==> config.mk <==
export PLATFORM = sky130hd
export DESIGN_NAME = led_strip_frame_scheduler
export DESIGN_NICKNAME = d
export VERILOG_FILES = /design/src/rtl/led_sched_pkg.sv /design/src/rtl/led_sched_arbiter.sv /design/src/rtl/led_strip_frame_scheduler.sv
export SDC_FILE = /design/constraint.sdc
export NUM_CORES = 1
export LEC_CHECK = 0
export ABC_AREA = 1
export BUFFER_PORTS_ARGS = -buffer_cell sky130_fd_sc_hd__buf_2
export CORE_MARGIN = 3
export CORE_UTILIZATION = 45
export DETAILED_ROUTE_END_ITERATION = 10
export RECOVER_POWER = 50
export SLEW_MARGIN = 20
export SYNTH_ARGS = -nofsm -noshare
export SYNTH_HDL_FRONTEND = slang
export SYNTH_HIERARCHICAL = 1
export SYNTH_SLANG_ARGS = --single-unit
==> constraint.sdc <==
create_clock -name clk -period 3.98 [get_ports clk]
set_input_delay 0.597 -clock clk [delete_from_list [all_inputs] [get_ports clk]]
set_output_delay 0.597 -clock clk [all_outputs]
set_load 0.01 [all_outputs]
==> src/rtl/led_sched_pkg.sv <==
`default_nettype none
// ============================================================================
// Module   : led_sched_pkg
// Brief    : Shared types, state codes and source encodings for the LED
//            strip frame scheduler.
// Revision : 1.0 - initial release
// ============================================================================
package led_sched_pkg;

    localparam int N_REQ = 3;

    typedef enum logic [2:0] {
        S_IDLE      = 3'd0,
        S_ARB       = 3'd1,
        S_START     = 3'd2,
        S_WAIT_BUSY = 3'd3,
        S_SEND      = 3'd4,
        S_LATCH     = 3'd5
    } state_t;

    localparam logic [1:0] SRC_GAME = 2'd0;
    localparam logic [1:0] SRC_FX   = 2'd1;
    localparam logic [1:0] SRC_DBG  = 2'd2;

    // Modulo-N_REQ addition of two source indices.
    function automatic logic [1:0] wrap_idx(input logic [1:0] base, input logic [1:0] off);
        logic [2:0] s;
        s = {1'b0, base} + {1'b0, off};
        if (s >= 3'(N_REQ)) begin
            s = s - 3'(N_REQ);
        end
        return s[1:0];
    endfunction

endpackage : led_sched_pkg
`default_nettype wire

==> src/rtl/led_sched_arbiter.sv <==
`default_nettype none
// ============================================================================
// Module   : led_sched_arbiter
// Brief    : Combinational frame-source arbiter. Fixed priority (bit 0 wins)
//            by default; round-robin from i_ptr when LED_SCHED_RR_EN is set.
// Revision : 1.0 - initial release
// ============================================================================
module led_sched_arbiter
    import led_sched_pkg::*;
(
    input  logic [N_REQ-1:0] i_req,
    input  logic [1:0]       i_ptr,
    output logic [N_REQ-1:0] o_grant,
    output logic [1:0]       o_sel
);

`ifdef LED_SCHED_RR_EN
    // Walk from the farthest candidate back to i_ptr so the nearest set bit wins.
    always_comb begin
        logic [1:0] w_idx;
        o_grant = '0;
        o_sel   = SRC_GAME;
        w_idx   = 2'd0;
        for (int k = N_REQ - 1; k >= 0; k--) begin
            w_idx = wrap_idx(i_ptr, 2'(k));
            if (i_req[w_idx]) begin
                o_grant        = '0;
                o_grant[w_idx] = 1'b1;
                o_sel          = w_idx;
            end
        end
    end
`else
    logic w_unused_ptr;
    assign w_unused_ptr = ^i_ptr;

    always_comb begin
        o_grant = '0;
        o_sel   = SRC_GAME;
        if (i_req[0]) begin
            o_grant = 3'b001;
            o_sel   = SRC_GAME;
        end else if (i_req[1]) begin
            o_grant = 3'b010;
            o_sel   = SRC_FX;
        end else if (i_req[2]) begin
            o_grant = 3'b100;
            o_sel   = SRC_DBG;
        end
    end
`endif

endmodule : led_sched_arbiter
`default_nettype wire

==> src/rtl/led_strip_frame_scheduler.sv <==
`default_nettype none
// ============================================================================
// Module   : led_strip_frame_scheduler
// Brief    : Per-frame owner selection, start pulse, busy tracking, latch gap
//            and frame-rate limiting for a shared WS2811 strip driver.
//            Optional macro LED_SCHED_RR_EN selects round-robin arbitration.
// Revision : 1.0 - initial release
// ============================================================================
module led_strip_frame_scheduler
    import led_sched_pkg::*;
#(
    parameter int LATCH_CYCLES = 3000,
    parameter int FRAME_PERIOD = 1000000,
    parameter int BUSY_TIMEOUT = 16
) (
    input  logic             clk,
    input  logic             rst_n,
    input  logic             i_enable,
    input  logic [N_REQ-1:0] i_req,
    input  logic             i_busy_drv,
    output logic [N_REQ-1:0] o_grant,
    output logic [1:0]       o_sel,
    output logic             o_start_frame,
    output logic             o_frame_done,
    output logic             o_drv_err,
    output logic [2:0]       o_db_state
);

    localparam int c_SS_W    = $clog2(FRAME_PERIOD + 1);
    localparam int c_CNT_MAX = (LATCH_CYCLES > BUSY_TIMEOUT) ? LATCH_CYCLES : BUSY_TIMEOUT;
    localparam int c_CNT_W   = $clog2(c_CNT_MAX + 1);

    localparam logic [c_SS_W-1:0]  c_SS_FULL  = c_SS_W'(FRAME_PERIOD);
    // The IDLE->ARB->START pipeline is pre-counted so start pulses land
    // exactly FRAME_PERIOD cycles apart.
    localparam logic [c_SS_W-1:0]  c_SS_PIPE  = c_SS_W'(2);
    localparam logic [c_CNT_W-1:0] c_TMO_LAST = c_CNT_W'(BUSY_TIMEOUT);
    localparam logic [c_CNT_W-1:0] c_TMO_WARN = c_CNT_W'(BUSY_TIMEOUT - 1);
    localparam logic [c_CNT_W-1:0] c_LAT_LAST = c_CNT_W'(LATCH_CYCLES - 1);
    localparam logic [c_CNT_W-1:0] c_LAT_WARN = c_CNT_W'(LATCH_CYCLES - 2);

    state_t             r_state;
    logic [N_REQ-1:0]   r_grant;
    logic [1:0]         r_sel;
    logic               r_start;
    logic               r_done;
    logic               r_err;
    logic [c_SS_W-1:0]  r_since;
    logic [c_CNT_W-1:0] r_cnt;

    logic [N_REQ-1:0]   w_win_grant;
    logic [1:0]         w_win_sel;
    logic [1:0]         w_ptr;

    led_sched_arbiter u_arbiter (
        .i_req   (i_req),
        .i_ptr   (w_ptr),
        .o_grant (w_win_grant),
        .o_sel   (w_win_sel)
    );

`ifdef LED_SCHED_RR_EN
    logic [1:0] r_ptr;

    always_ff @(posedge clk or negedge rst_n) begin
        if (!rst_n) begin
            r_ptr <= SRC_GAME;
        end else if (r_state == S_ARB && |w_win_grant) begin
            r_ptr <= wrap_idx(w_win_sel, 2'd1);
        end
    end

    assign w_ptr = r_ptr;
`else
    assign w_ptr = 2'd0;
`endif

    always_ff @(posedge clk or negedge rst_n) begin
        if (!rst_n) begin
            r_state <= S_IDLE;
            r_grant <= '0;
            r_sel   <= SRC_GAME;
            r_start <= 1'b0;
            r_done  <= 1'b0;
            r_err   <= 1'b0;
            r_since <= c_SS_FULL;
            r_cnt   <= '0;
        end else begin
            r_start <= 1'b0;
            r_done  <= 1'b0;
            r_err   <= 1'b0;
            if (r_since != c_SS_FULL) begin
                r_since <= r_since + 1'b1;
            end

            case (r_state)
                S_IDLE: begin
                    if (i_enable && |i_req && r_since == c_SS_FULL) begin
                        r_state <= S_ARB;
                    end
                end
                S_ARB: begin
                    // A request withdrawn during arbitration abandons the frame.
                    if (|w_win_grant) begin
                        r_grant <= w_win_grant;
                        r_sel   <= w_win_sel;
                        r_start <= 1'b1;
                        r_since <= c_SS_PIPE;
                        r_state <= S_START;
                    end else begin
                        r_state <= S_IDLE;
                    end
                end
                S_START: begin
                    r_cnt   <= c_CNT_W'(1);
                    r_state <= S_WAIT_BUSY;
                end
                S_WAIT_BUSY: begin
                    // Timeout takes precedence in its final cycle so drv_err
                    // and the LATCH entry always agree.
                    if (r_cnt == c_TMO_LAST) begin
                        r_cnt   <= '0;
                        r_done  <= (LATCH_CYCLES == 1);
                        r_state <= S_LATCH;
                    end else if (i_busy_drv) begin
                        r_state <= S_SEND;
                    end else begin
                        r_cnt <= r_cnt + 1'b1;
                        r_err <= (r_cnt == c_TMO_WARN);
                    end
                end
                S_SEND: begin
                    if (!i_busy_drv) begin
                        r_cnt   <= '0;
                        r_done  <= (LATCH_CYCLES == 1);
                        r_state <= S_LATCH;
                    end
                end
                S_LATCH: begin
                    if (r_cnt == c_LAT_LAST) begin
                        r_grant <= '0;
                        r_state <= S_IDLE;
                    end else begin
                        r_cnt  <= r_cnt + 1'b1;
                        r_done <= (r_cnt == c_LAT_WARN);
                    end
                end
                default: begin
                    r_grant <= '0;
                    r_state <= S_IDLE;
                end
            endcase
        end
    end

    assign o_grant       = r_grant;
    assign o_sel         = r_sel;
    assign o_start_frame = r_start;
    assign o_frame_done  = r_done;
    assign o_drv_err     = r_err;
    assign o_db_state    = r_state;

endmodule : led_strip_frame_scheduler
`default_nettype wire
* Yosys cells after proc, flatten, opt, wreduce, memory -nomap -nowiden *
Index checks and enable logic that the tools add are counted.

operators by class
  muxes and demuxes = 30
  add/sub/neg operators = 2
  bitwise logic cells = 1
  equality and inequality tests = 18
  reduce and logical (&&, ||, !) cells = 11

operators with widths
  cell                                                               number
  20-bit 2-to-1 mux                                                  3
  12-bit 2-to-1 mux                                                  4
  12-bit case mux with 4 select lines                                1
  3-bit 2-to-1 mux                                                   9
  12-bit == test (second input constant)                             2
  20-bit by 1-bit adder with 20-bit output (second input constant)   1
  20-bit == test (second input constant)                             1
  20-bit != test (second input constant)                             1
  3-bit case mux with 6 select lines                                 1
  12-bit by 1-bit adder with 12-bit output (second input constant)   1
  12-bit by 4-bit == test with 1-bit output (second input constant)  1
  12-bit by 5-bit == test with 1-bit output (second input constant)  1
  2-bit != test (second input constant)                              5
  3-bit case mux with 3 select lines                                 1
  2-bit 2-to-1 mux                                                   4
  4-bit AND reduction                                                2
  1-bit 2-to-1 mux                                                   7
  3-bit by 2-bit == test with 1-bit output (second input constant)   2
  3-bit == test (second input constant)                              2
  3-bit != test (second input constant)                              2
  3-bit OR reduction                                                 2
  4-bit nonzero test                                                 1
  4-bit OR reduction                                                 1
  3-bit by 1-bit == test with 1-bit output (second input constant)   1
  5 further kinds                                                    6

storage, ports and cells
  input bits = 7
  word-level logic and storage cells = 70
  output and inout port bits = 11
  register bits = 43

* Depth between registers and ports, before layout *
Gate-level depths: netlist (run 1).

  depth after elaboration = 6
  mapped depth = 11
  mapped depth without buffers = 11

* Hierarchy *
Netlist (run 1), hierarchy kept.

by module, submodules not included
  module                     area each (um^2)  sequential area each (um^2)  instances  cells an instance
  led_strip_frame_scheduler  2571.2            1084.8                       1          366
  led_sched_arbiter          42.5              0.0                          1          7

* Worst setup path after synthesis (run 1) *
Ideal clock, no wire load.

  kind = reg2reg
  from = reg r_cnt[0]
  to = reg r_cnt[3]
  setup time = 0.124 ns
  data required time = 3.856 ns
  path slack = 2.428 ns
  cell stages (with the launch flop) = 11
  path buffers = 1
  arrival time = 1.428 ns
  clock period less this slack = 1.552 ns
  path through = dfrtp_1 > inv_1 > ha_1 > inv_1 > nor2_1 > nand3_1 > nand2_1 > nand3_2 > buf_6 > nand2_1 > o21ai_1

between the ends
  word-level cells in the longest chain between the ends = 4
  elaborated cells on any way between the ends = 10
  those cells by class = add/sub (1); eq/ne (4); mux (4); reduce/logical (1)

ends and longest elaborated chain
  what                                      line                                                                RTL
  from (decl)                               led_strip_frame_scheduler.sv:49                                     logic [c_CNT_W-1:0] r_cnt;
  from (signal assigned)                    led_strip_frame_scheduler.sv:115                                    r_cnt <= c_CNT_W'(1);
  from (signal assigned)                    led_strip_frame_scheduler.sv:128                                    r_cnt <= r_cnt + 1'b1;
  from (signal assigned)                    led_strip_frame_scheduler.sv:144                                    r_cnt <= r_cnt + 1'b1;
  12-bit by 1-bit adder with 12-bit output  led_strip_frame_scheduler.sv:128, led_strip_frame_scheduler.sv:144
  12-bit 2-to-1 mux                         led_strip_frame_scheduler.sv:125                                    end else if (i_busy_drv) begin
  12-bit 2-to-1 mux                         led_strip_frame_scheduler.sv:121                                    if (r_cnt == c_TMO_LAST) begin
  12-bit case mux with 4 select lines       led_strip_frame_scheduler.sv:96                                     case (r_state)

Several ways; a longest one is shown, not always the timed one. The select of a mux whose other input is x is not followed.
A chain may end at the register's enable or synchronous reset.

==> results of run 1 <==
-- worst min path at each step --
stage                     depth (start not counted)  slack [ns]             to        from
after floorplan                                   0        0.30  o_db_state[0]       rst_n
after global placement                            2        0.46       o_sel[0]    o_sel[0]
after detailed placement                          2        0.46       o_sel[1]    o_sel[1]
after CTS                                         1        0.48     r_since[5]       rst_n
after global routing                              2        0.50     o_grant[2]  o_grant[2]
final                                             2        0.48       o_sel[1]    o_sel[1]
-- cell type report --
class	count	area share [%]
inverters	52	6.98
multi-input cells	270	45.3
clock buffers	6	2.58
well taps	72	3.20
flip-flops and latches	43	38.6
repair buffers	18	2.98
clock inverters	2	0.445
-- metrics by stage --
| stage | setup WS [ns] | power (uW) |
|---|---|---|
| 2_1_floorplan | 2.43 | 1050 |
| 3_3_place_gp | 2.14 | 1180 |
| 3_5_place_dp | 2.06 | 1190 |
| 4_1_cts | 2.04 | 1470 |
| 5_1_grt | 1.24 | 1580 |
| 6_report | 1.66 | 1450 |
-- sequential cells by signal, summed over array words and instances, names as in the netlist --
register	flops
o_db_state	3
o_drv_err	1
o_frame_done	1
o_grant	3
o_sel	2
o_start_frame	1
r_cnt	12
r_since	20
-- layer usage --
| layer | global-route usage, % | share of wire, % | vias to the layer above |
|---|---|---|---|
| met1 | 29.2 | 52 | 1103 |
| met3 | 4.01 | 4.7 | 5 |
| li1 | - | - | 1238 |
| met2 | 29.0 | 42 | 44 |
| met5 | 0 | 0 | - |
| met4 | 4.49 | 0.89 | 0 |
-- power by group through the flow --
stage	logic (uW)	clock network (uW)	registers, uW
after global placement	561	0	617
after global routing	647	307	629
after detailed placement	567	0	619
final	558	282	613
after floorplan	431	0	623
after CTS	570	292	613
==> out/qor.yml, run 1 <==
drt:
  viasPerCell: 5.16
  wl_mm: 5.85
  num_vias: 2390
  drt_pre_antenna_iters: 4
  drc: 0
  antenna_left: 0
  wl_per_cell_um: 12.6
  drt_iter0_markers: 132
power:
  power_density_nw_per_um2: 516
  p_clk_share_pct: 19.4
  p_switching_uw: 630
  combPwrFrac_pct: 38.4
  seq_power_share_pct: 42.2
  p_int_uw: 822
  power_leakage_uw: 0.00133
  switching_share_pct: 43.4
  vdd_drop_max_uv: 396
critical_path:
  reg2reg_slack_ns: 2.03
  path_buf_inv: 1
  required_ns: 3.91
  r2r_start: "r_cnt[0]"
  cp.depth: 1
  reg2reg_depth: 10
  crit_path_end: "o_db_state[2]"
  path_class: "in2async"
  crit_path_max_incr_delay_ns: 1.63
  critPathSlowestCell: "clkbuf_1"
  reg2reg_to: "r_cnt[1]"
  crit_start: "rst_n"
  worstPathArrival_ns: 2.25
  crit_family: "buffers and inverters"
  crit_fanout: 43
  critPathCaptureType: "async pin"
  crit_chain: "clkbuf_1"
  start_kind: "primary input"
cells_and_area:
  final_nets: 402
  fin_area_sq_um: 2810
  fin_cells: 463
  multiInputGateArea_sq_um: 1270
  syn_to_final_growth_pct: 7.81
  regArea_sq_um: 1080
  fillCellCount: 588
  layout_commonest_cell: "nand2_1"
  most-common-layout-cells: "107 x nand2_1, 46 x nor2_1, 42 x inv_1, 36 x dfrtp_1, 29 x nand3_1"
  final_util_pct: 50.5
  drive_above_1_share_pct: 11.5
  antenna_cells: 0
min_path:
  hold_path.class: "reg2reg"
sta:
  setup_viol: 0
  fin_crit_sh_pct: 58.3
  drv_slew: 44
  final_hold_viol_count: 0
  max_freq_mhz: 431
  worst_slew_pin_slew_ns: 2.33
  relSlewSlack_pct: -55.5
  clock_skew_ns: 0.00278
  period_needed_ns: 2.32
  setup_tns_ns: 0
  rsz0062_at_grt: "false"
  whs_ns: 0.475
floorplan:
  ioPinCount: 18
  core_area_sq_um: 5570
  die_w_um: 82.2
  die_area_sq_um: 6750
  num_rows: 27
  initial_utilization_pct: 46.8
  die_h_um: 82.2
clock_network:
  path_clk_slew_ns: 0.09
  hold_buffers: 0
  post_cts_buffers: 0
  cts_tree: "yes"
  numCtsBuffers: 5
  clock_sinks: 43
  clock_tree.root_cell: "clkbuf_8"
  cts_buffer_depth: 2
  cts_resized: 0
  clock_latency_ns: 0.29
  h-tree-depth: 2
placed_design:
  io_buffers: 17
  dp.cells: 455
  dpl-instance-area_sq_um: 2740
  gp_congestion: 0.906
  dp_hpwl_mm: 4.34
yosys:
  synth_fp_nets: 384
  synth_area_per_cell_sq_um: 7.02
  yosysWarnings: 6
  synthCells: 372
  synth_area_sq_um: 2610
global_route:
  grt_max_degree: 44
  grt_pass1_vias: 2144
  overflow: 0
  grt_pass1_wl_mm: 10.2
  grt_usage_pct: 19.6
  antenna_found_initial: 0
run_status:
  violations: "max-capacitance violations, max-slew violations"
  status: "complete, but fails checks"
run:
  maxCapViolations: 1
Power figures use the tool's default switching activity.
==> run 2, diff against run 1 <==
--- a/config.mk
+++ b/config.mk
@@ -5,7 +5,7 @@
 export SDC_FILE = /design/constraint.sdc
 export NUM_CORES = 1
 export LEC_CHECK = 0
-export ABC_AREA = 1
+export ABC_AREA = 0
 export BUFFER_PORTS_ARGS = -buffer_cell sky130_fd_sc_hd__buf_2
 export CORE_MARGIN = 3
 export CORE_UTILIZATION = 45
==> constraint.sdc (replaced) <==
create_clock -name clk -period 2.3 [get_ports clk]
set_input_delay 0.345 -clock clk [delete_from_list [all_inputs] [get_ports clk]]
set_output_delay 0.345 -clock clk [all_outputs]
set_load 0.01 [all_outputs]
==> run 2 against run 1 <==
Effect of this change: the flow now finishes without violations; wire length decreased by 5.1%; total power increased by 5.7%; global-route usage decreased by 0.43 points; combinational power decreased by 67%; hold slack got worse by 0.11 ns; count of clock-buffer cells in the layout increased by 1; synthesized area decreased by 3.9%; setup slack got worse by 1.5 ns; critical path depth increased by 4; largest cell class unchanged.
==> out/qor.yml, run 2 <==
cells_and_area:
  antenna_cells: 0  # unchanged
  syn_to_final_growth_pct: 12.8  # was 7.81%
  drive_above_1_share_pct: 20.3  # was 11.5%
  multiInputGateArea_sq_um: 1320  # was 1270 sq um
  top_regs: "r_since: 20 flops, r_cnt: 12 flops"  # unchanged
  final_nets: 312  # was 402
  regArea_sq_um: 1080  # unchanged
  largest_reg_flops: 20  # unchanged
  regMostFlops: "r_since"  # unchanged
  final_util_pct: 54.0  # was 50.5%
  fillCellCount: 482  # was 588
  most-common-layout-cells: "36 x nor2_1, 36 x dfrtp_1, 22 x nand2_1, 13 x buf_4"  # was 107 x nand2_1, 46 x nor2_1, 42 x inv_1, 36 x dfrtp_1, 29 x nand3_1
min_path:
  holdPathStages: 3  # was 2
  hold_path.class: "in2reg"  # was reg2reg
sta:
  drv_slew: 0  # was 44
  clock_skew_ns: 0.00366  # was 0.00278 ns
  whs_ns: 0.362  # was 0.475 ns
  setup_tns_ns: 0  # unchanged
  final_hold_viol_count: 0  # unchanged
  relSlewSlack_pct: 46.0  # was -55.5%
  rsz0062_at_grt: "false"  # unchanged
  fin_crit_sh_pct: 92.3
  worst_slew_pin_slew_ns: 0.810  # was 2.33 ns
  max_freq_mhz: 471
  setup_viol: 0  # unchanged
  period_needed_ns: 2.12
global_route:
  grt_usage_pct: 19.1  # was 19.6%
  grt_pass1_wl_mm: 9.63  # was 10.2 mm
  grt_max_degree: 20  # was 44
  overflow: 0  # unchanged
  antenna_found_initial: 0  # unchanged
  grt_pass1_vias: 2037  # was 2144
critical_path:
  reg2reg_depth: 5  # was 10
  crit_path_max_incr_delay_ns: 0.59  # was 1.63 ns
  crit_family: "simple AND/OR/NAND/NOR gates"  # was buffers and inverters
  path_class: "reg2reg"  # was in2async
  worstPathArrival_ns: 2.30  # was 2.25 ns
  crit_fanout: 8  # was 43
  path_buf_inv: 0  # was 1
  critPathSlowestCell: "or4_4"  # was clkbuf_1
  start_kind: "flop"  # was primary input
  required_ns: 2.48  # was 3.91 ns
  cp.depth: 5  # was 1
  critPathCaptureType: "flop"  # was async pin
  crit_chain: "nand4bb_1 -> or4_4 -> a21oi_4 -> a21boi_4 -> a221o_1"  # was clkbuf_1
clock_network:
  cts_tree: "yes"  # unchanged
  cts_buffer_depth: 2  # unchanged
  clock_latency_ns: 0.29  # about the same
  clock_sinks: 43  # unchanged
  post_cts_buffers: 0  # unchanged
  path_clk_slew_ns: 0.08  # was 0.09 ns
  h-tree-depth: 2  # unchanged
  clock_tree.root_cell: "clkbuf_8"  # unchanged
  numCtsBuffers: 5  # unchanged
drt:
  wl_per_cell_um: 15.0  # was 12.6 um
  viasPerCell: 5.66  # was 5.16
  drt_iter0_markers: 103  # was 132
  drc: 0  # unchanged
  antenna_left: 0  # unchanged
  wl_mm: 5.56  # was 5.85 mm
  num_vias: 2100  # was 2390
  drt_pre_antenna_iters: 4  # unchanged
yosys:
  synth_area_per_cell_sq_um: 9.25  # was 7.02 sq um
  synthCells: 271  # was 372
  yosysWarnings: 6  # unchanged
  synth_area_sq_um: 2510  # was 2610 sq um
  synth_fp_nets: 283  # was 384
floorplan:
  die_h_um: 80.6  # was 82.2 um
  ioPinCount: 18  # unchanged
  die_area_sq_um: 6500  # was 6750 sq um
  initial_utilization_pct: 47.9  # was 46.8%
  core_area_sq_um: 5240  # was 5570 sq um
  num_rows: 26  # was 27
  die_w_um: 80.6  # was 82.2 um
placed_design:
  gp_congestion: 0.911  # was 0.906
  dp_hpwl_mm: 4.11  # was 4.34 mm
  io_buffers: 17  # unchanged
power:
  vdd_drop_max_uv: 256  # was 396 uV
  power_density_nw_per_um2: 542  # was 516 nW/um^2
  power_leakage_uw: 0.00124  # was 0.00133 uW
run:
  maxCapViolations: 0  # was 1
run_status:
  status: "finished clean"  # was complete, but fails checks
==> run 2: routing by layer <==
metal | routed length (um) | vias up | global-route usage, %
li1 | - | 1032 | -
met1 | 2550 | 1008 | 24.4
met2 | 2710 | 56 | 31.5
met3 | 249 | 4 | 4.93
met4 | 44 | 0 | 6.25
met5 | 0 | - | 0
==> run 2: through the flow <==
stage / area (sq um) / instances / total power, uW / worst slack (ns)
2_1_floorplan: 2510 / 271 / 961 / 0.386
5_1_grt: 2830 / 371 / 1620 / 0.0609
3_3_place_gp: 2740 / 362 / 1040 / 0.207
6_report: 2830 / 371 / 1530 / 0.177
3_5_place_dp: 2740 / 362 / 1040 / 0.204
4_1_cts: 2840 / 371 / 1560 / 0.189
==> run 2: report_power, final <==
group          total [uW]  switching [uW]  internal, uW  leakage (uW)
clock network         507             260           246     0.0000484
logic                 183            92.4          90.8      0.000663
registers             845            54.2           791      0.000530
total                1530             407          1130       0.00124
==> run 2: path summary, 6_finish.rpt <==
| path | from | endpoint | slack (ns) |
|---|---|---|---|
| max reg2reg | r_cnt[3] | r_cnt[7] | 0.18 |
| min | i_enable | o_db_state[0] | 0.36 |
| min in group asynchronous | rst_n | r_since[5] | 0.65 |
| max in group asynchronous | rst_n | r_since[10] | 0.66 |
| min reg2reg | o_sel[0] | o_sel[0] | 0.52 |
| max | r_cnt[3] | r_cnt[7] | 0.18 |
==> run 2: repair_timing <==
item                       in CTS  in global routing
gates resized for setup         0                  0
hold buffers                    1                  0
setup endpoints to repair       0                  0
hold endpoints to repair       12                  0
==> run 2: final cells by class <==
class                      count  share of cell area (%)
sequential                    43                    38.3
clock inverter                 1                   0.310
clock buffer                   7                    3.05
timing repair buffer          33                    6.86
tap                           70                    3.10
inverter                      12                    1.59
multi-input combinational    205                    46.7
==> run 2: tightest hold or removal path: cells and delay by family <==
family,cells,cell delay (ns)
AOI/OAI and AO/OA,2,0.18
buffers and inverters,1,0.09
